`src/rtl/axi_mem_arb.sv`:
```
// Round-robin arbiter sharing one single-port SRAM between NUM_REQ valid/ready requesters.
// Each requester owns a response slot with a holding register, so a stalled response never blocks the SRAM.

// Protocol properties of the arbiter, kept apart from the datapath.
module axi_mem_arb_chk #(
  parameter int NUM_REQ    = 2,
  parameter int DATA_WIDTH = 32
) (
  input  logic                          clk,
  input  logic                          rst,
  input  logic [NUM_REQ-1:0]            grant,
  input  logic [NUM_REQ-1:0]            req_valid,
  input  logic                          sram_cs,
  input  logic [NUM_REQ-1:0]            rsp_valid,
  input  logic [NUM_REQ-1:0]            rsp_ready,
  input  logic [NUM_REQ-1:0]            rsp_we,
  input  logic [NUM_REQ*DATA_WIDTH-1:0] rsp_rdata
);
  a_grant_onehot: assert property (@(posedge clk) disable iff (rst) $onehot0(grant));
  a_cs_has_req:   assert property (@(posedge clk) disable iff (rst) sram_cs |-> (|req_valid));

  for (genvar g = 0; g < NUM_REQ; g++) begin : g_rsp_stable
    a_rsp_stable: assert property (@(posedge clk) disable iff (rst)
      (rsp_valid[g] && !rsp_ready[g]) |=>
        (rsp_valid[g] && $stable(rsp_we[g]) && $stable(rsp_rdata[g*DATA_WIDTH +: DATA_WIDTH])));
  end
endmodule

module axi_mem_arb #(
  parameter int NUM_REQ    = 2,
  parameter int ADDR_WIDTH = 16,
  parameter int DATA_WIDTH = 32
) (
  input  logic                          clk,
  input  logic                          rst,
  input  logic [NUM_REQ-1:0]            req_valid,
  output logic [NUM_REQ-1:0]            req_ready,
  input  logic [NUM_REQ-1:0]            req_we,
  input  logic [NUM_REQ*ADDR_WIDTH-1:0] req_addr,
  input  logic [NUM_REQ*DATA_WIDTH-1:0] req_wdata,
  output logic [NUM_REQ-1:0]            rsp_valid,
  input  logic [NUM_REQ-1:0]            rsp_ready,
  output logic [NUM_REQ-1:0]            rsp_we,
  output logic [NUM_REQ*DATA_WIDTH-1:0] rsp_rdata,
  output logic                          sram_cs,
  output logic                          sram_we,
  output logic [ADDR_WIDTH-1:0]         sram_addr,
  output logic [DATA_WIDTH-1:0]         sram_wdata,
  input  logic [DATA_WIDTH-1:0]         sram_rdata
);
  localparam int PTR_W = (NUM_REQ > 1) ? $clog2(NUM_REQ) : 1;

  logic [NUM_REQ-1:0]    elig_s;
  logic [NUM_REQ-1:0]    grant_s;
  logic                  found_s;
  logic [PTR_W-1:0]      rr_next_s;
  logic [PTR_W-1:0]      rr_ptr_r;
  logic [NUM_REQ-1:0]    rsp_valid_r;
  logic [NUM_REQ-1:0]    rsp_we_r;
  logic [NUM_REQ-1:0]    fresh_r;
  logic [DATA_WIDTH-1:0] hold_r [NUM_REQ];

  // Round-robin grant: pass 0 scans rr_ptr..NUM_REQ-1, pass 1 wraps to 0..rr_ptr-1.
  always_comb begin
    logic hit;
    elig_s    = req_valid & (~rsp_valid_r | rsp_ready);
    grant_s   = '0;
    found_s   = 1'b0;
    rr_next_s = rr_ptr_r;
    hit       = 1'b0;
    for (int p = 0; p < 2; p++) begin
      for (int i = 0; i < NUM_REQ; i++) begin
        hit        = !found_s && elig_s[i] && ((p == 0) == (i >= int'(rr_ptr_r)));
        grant_s[i] = grant_s[i] | hit;
        rr_next_s  = hit ? ((i == NUM_REQ - 1) ? '0 : PTR_W'(i + 1)) : rr_next_s;
        found_s    = found_s | hit;
      end
    end
  end

  // AND-OR mux of the granted request onto the SRAM port; all zero when nothing is granted.
  always_comb begin
    sram_cs    = found_s;
    sram_we    = 1'b0;
    sram_addr  = '0;
    sram_wdata = '0;
    for (int i = 0; i < NUM_REQ; i++) begin
      sram_we    = sram_we | (grant_s[i] & req_we[i]);
      sram_addr  = sram_addr  | ({ADDR_WIDTH{grant_s[i]}} & req_addr[i*ADDR_WIDTH +: ADDR_WIDTH]);
      sram_wdata = sram_wdata | ({DATA_WIDTH{grant_s[i]}} & req_wdata[i*DATA_WIDTH +: DATA_WIDTH]);
    end
  end

  // Read data comes straight from the SRAM in the first response cycle, from the hold register after.
  always_comb begin
    rsp_rdata = '0;
    for (int i = 0; i < NUM_REQ; i++) begin
      rsp_rdata[i*DATA_WIDTH +: DATA_WIDTH] = {DATA_WIDTH{rsp_valid_r[i] & ~rsp_we_r[i]}} &
                                              (fresh_r[i] ? sram_rdata : hold_r[i]);
    end
  end

  // Pointer and response-slot state.
  always_ff @(posedge clk or posedge rst) begin
    if (rst) begin
      rr_ptr_r    <= '0;
      rsp_valid_r <= '0;
      rsp_we_r    <= '0;
      fresh_r     <= '0;
      for (int i = 0; i < NUM_REQ; i++) begin
        hold_r[i] <= '0;
      end
    end else begin
      if (found_s) begin
        rr_ptr_r <= rr_next_s;
      end
      for (int i = 0; i < NUM_REQ; i++) begin
        if (grant_s[i]) begin
          rsp_valid_r[i] <= 1'b1;
          rsp_we_r[i]    <= req_we[i];
          fresh_r[i]     <= 1'b1;
        end else if (rsp_valid_r[i] && rsp_ready[i]) begin
          rsp_valid_r[i] <= 1'b0;
          rsp_we_r[i]    <= 1'b0;
          fresh_r[i]     <= 1'b0;
        end else if (fresh_r[i]) begin
          // Stalled in its first cycle: park the SRAM data before the port is reused.
          hold_r[i]  <= sram_rdata;
          fresh_r[i] <= 1'b0;
        end
      end
    end
  end

  assign req_ready = grant_s;
  assign rsp_valid = rsp_valid_r;
  assign rsp_we    = rsp_we_r;

  axi_mem_arb_chk #(
    .NUM_REQ    (NUM_REQ),
    .DATA_WIDTH (DATA_WIDTH)
  ) u_chk (
    .clk       (clk),
    .rst       (rst),
    .grant     (grant_s),
    .req_valid (req_valid),
    .sram_cs   (sram_cs),
    .rsp_valid (rsp_valid_r),
    .rsp_ready (rsp_ready),
    .rsp_we    (rsp_we_r),
    .rsp_rdata (rsp_rdata)
  );
endmodule

```
`config.mk`:
```
export PLATFORM = sky130hd
export DESIGN_NAME = axi_mem_arb
export DESIGN_NICKNAME = d
export VERILOG_FILES = /design/src/rtl/axi_mem_arb.sv
export SDC_FILE = /design/constraint.sdc
export NUM_CORES = 1
export LEC_CHECK = 0
export ABC_AREA = 1
export BUFFER_PORTS_ARGS = -buffer_cell sky130_fd_sc_hd__buf_2
export CAP_MARGIN = 10
export CORE_MARGIN = 5
export CORE_UTILIZATION = 46
export CTS_CLUSTER_DIAMETER = 150
export DETAILED_ROUTE_END_ITERATION = 8
export HOLD_SLACK_MARGIN = 0.15
export PLACE_DENSITY = 0.82
export SLEW_MARGIN = 40
export SYNTH_ARGS = -nofsm -noshare
export SYNTH_HDL_FRONTEND = slang
export SYNTH_HIERARCHICAL = 1
export SYNTH_SLANG_ARGS = --single-unit
```
`constraint.sdc`:
```
create_clock -name clk -period 2.65 [get_ports clk]
set_clock_uncertainty 0.2 [all_clocks]
set_input_delay 0.265 -clock clk [delete_from_list [all_inputs] [get_ports clk]]
set_output_delay 0.265 -clock clk [all_outputs]
set_load 0.005 [all_outputs]
```
==> key figures <==
Run status
  • Outcome: complete, no violations

Placed design
  • Setup Slack @ Placement: 589 ps
  • GPL Wtd Cong: 0.897
  • I/O Buffers: 255
  • Placed cells: approximately 1100
  • HPWL after DPL: ~13000 µm
  • Placed cell areas: 0.00604 mm²

Clocking
  • Total clock sinks: 71
  • # H-tree levels: 3
  • CTS tree: done
  • CTS Buffer Depth: 2
  • Cts bufs inserted: 9
  • Worst-Skew Late Latency: 350 ps
  • Worst-path clk slew: 80 ps
  • CTS Root Cell: clkbuf_8

Timing
  • Fin crit share: between 90 and 100%
  • Slew @ Worst Pin: 624 ps
  • Setup ws final: between 150 and 200 ps
  • Highest Clock Rate: 403 MHz
  • Slew headroom: 58.3%
  • Max Transition Viols Final: 0
  • WHS: about 150 ps
  • RSZ-0062 raised after global routing: false
  • Final min period: 2480 ps
  • Final setup TNS: 0 ps
  • Final setup violation count: 0
  • Count of final hold-check violations: 0

Global routing
  • Largest net degree at the start of global routing: 72
  • First-pass GRT wire length: 27300 µm
  • Initial antenna violation count: 1
  • GRT Util Overall: 27.6%
  • Vias in the first global route: 5323
  • Grt total ovfl: 0

Worst setup path
  • Crit-path cells: dlygate4sd3_1, buf_2, inv_1, a21boi_2, nand2_4, inv_2, buf_8, nand2_1, nand2_1, buf_2
  • Critical Path RT: between 2000 and 2500 ps
  • Reg2reg start: rsp_valid[0]$_DFFE_PP0P_
  • Worst path arrival time: 2020 ps
  • WP buf/inv: 6
  • Crit. End Element: output pin
  • Crit-path slowest cell: dlygate4sd3_1
  • Critical Path Source Type: input pin
  • Critical path's top delay family: buffers and inverters
  • Worst Setup Path Type: input pin to output pin
  • Max stage delay on crit path: 560 ps
  • Critical path launch point: rsp_ready[0]
  • CP max FO: 28

Finish
  • Layout cell share with drive strength beyond 1: 31.1%
  • Layout Nets: between 1000 and 1500
  • P&R area growth vs syn: 36.3%
  • Antenna cells: 0
  • Final instance area: 0.00644 mm²
  • Post-Layout Cell Count: approximately 1100

Yosys
  • Seq/Total Area, Yosys: a little under two fifths
  • Post-synth EDFFs: 0
  • Post-Syn Nets: 854
  • Synth Area per Inst: 6.58 µm²
  • Synth cell types: 18
  • Synth cell count leaders: nand2_1 (283), dfrtp_1 (71), nand3_1 (67)
  • Yosys warning total: 6
  • Cells after synthesis: slightly above 700
  • Cell Area, Synth: 0.00472 mm²
  • Yosys top cell area share: between 30% and 40%
  • Post-synthesis async set-or-reset flop share: 100%
  • Seq cells post-synth: 71
  • Synth top area cells: dfrtp_1 (38%), nand2_1 (22%), nor3b_1 (10%)
  • Count leader, synth: nand2_1
  • Synth area leader: dfrtp_1
  • Predominant post-synthesis flop cell: dfrtp_1

Drt
  • Vias/cell: approximately 5.1
  • Drt wl/cell: 16.2 µm
  • Initial drt markers: 495
  • DRT antenna net count: 0
  • Pre-antenna DRT Iters: 5
  • Via count: about 5600
  • DRT Wirelength: 17800 µm
  • DRC Markers: 0

Min path
  • HP Class: input pin to register
  • Hold path startpoint: sram_rdata[10]

Die
  • Die height: 111 µm
  • FP Rows: 37
  • Core box area: ~0.010 mm²
  • Die width: 111 µm
  • Io pins: 256
  • Die Footprint: 0.0124 mm²
  • Initial Util: a little under half

Job
  • Max cap viols: 0

Pwr
  • Pwr dens: between 800 and 900 mW/mm²
  • Static Leakage: 3.78 nW
  • Maximum VDD drop: 0.383 mV
-- worst min-delay path, cell delays in order --
cell     delay, ps
buf_2           90
inv_1          100
a21oi_1         90
nand3_1         70
nand2_1         50
-- path summary, 6_finish.rpt --
path                                           to  cells past startpoint  slack (ps)
max                                sram_wdata[18]                     10         170
min in group asynchronous  hold_r[20]$_DFFE_PP0P_                      4         330
min                        hold_r[10]$_DFFE_PP0P_                      5         150
max in group asynchronous   rsp_we[0]$_DFFE_PP0P_                      4        1590
min reg2reg                hold_r[59]$_DFFE_PP0P_                      2         270
max reg2reg                 hold_r[4]$_DFFE_PP0P_                      7         570
-- per-stage QoR --
stage | util, % | power (mW)
after floorplan | - | 3.26
after global placement | 59.3 | 4.03
after detailed placement | 59.3 | 4.08
after CTS | 63.1 | 5.17
after global routing | 63.2 | 5.57
final | 63.2 | 5.19
-- where the power goes --
group | internal (mW) | switching, mW | total [mW]
combinational | 0.991 | 1.28 | 2.28
sequential | 1.52 | 0.320 | 1.84
clock | 0.648 | 0.422 | 1.07
-- metal layers --
metal | share of wire (%) | global-route usage (%) | vias to the layer above
met5 | 0.039 | 0 | -
met2 | 50 | 48.8 | 269
met4 | 5.3 | 13.2 | 2
li1 | - | - | 2753
met1 | 36 | 30.7 | 2557
met3 | 8.2 | 7.39 | 47
-- final cells by class --
cell class	count	area, µm²
clock buffers	10	138
clock inverters	6	108
fillers	965	3750
inverters	40	150
multi-input cells	551	2520
flip-flops and latches	71	1780
well taps	136	170
repair buffers	282	1580
-- logic make-up (layout without fill, tap and decap cells) --
| group | after synthesis | after routing | share of synthesized area, % |
|---|---|---|---|
| AO/OA/AOI/OAI | 67 | 67 | 7.36 |
| AND/OR/NAND/NOR | 484 | 484 | 45.8 |
| flip-flops | 71 | 71 | 37.6 |
| buffers and inverters | 96 | 338 | 9.19 |
-- state kept, by name (all words and copies together), names as in the netlist --
register,cells
fresh_r,2
hold_r,64
rr_ptr_r,1
rsp_valid,2
rsp_we,2
-- repair_timing --
action	CTS	global route
buffers inserted	0	0
hold buffers	14	0
endpoints found under the hold margin	85	0
endpoints found under the setup margin	0	43
gates resized for setup	0	4
-- cell usage in the layout (no fill, tap or decap), drive strengths merged --
master | netlist | routed
buf | 34 | 268
clkinvlp | 0 | 1
dlygate4sd3 | 0 | 14
nand3 | 68 | 68
clkbuf | 22 | 10
nor3b | 64 | 64
inv | 40 | 40
nor2 | 64 | 64
or2 | 1 | 1
o21ai | 1 | 1
bufinv | 0 | 3
clkinv | 0 | 2
a21boi | 2 | 2
a21oi | 64 | 64
nand2 | 287 | 287
dfrtp | 71 | 71
(Power assumes the default switching activity.)
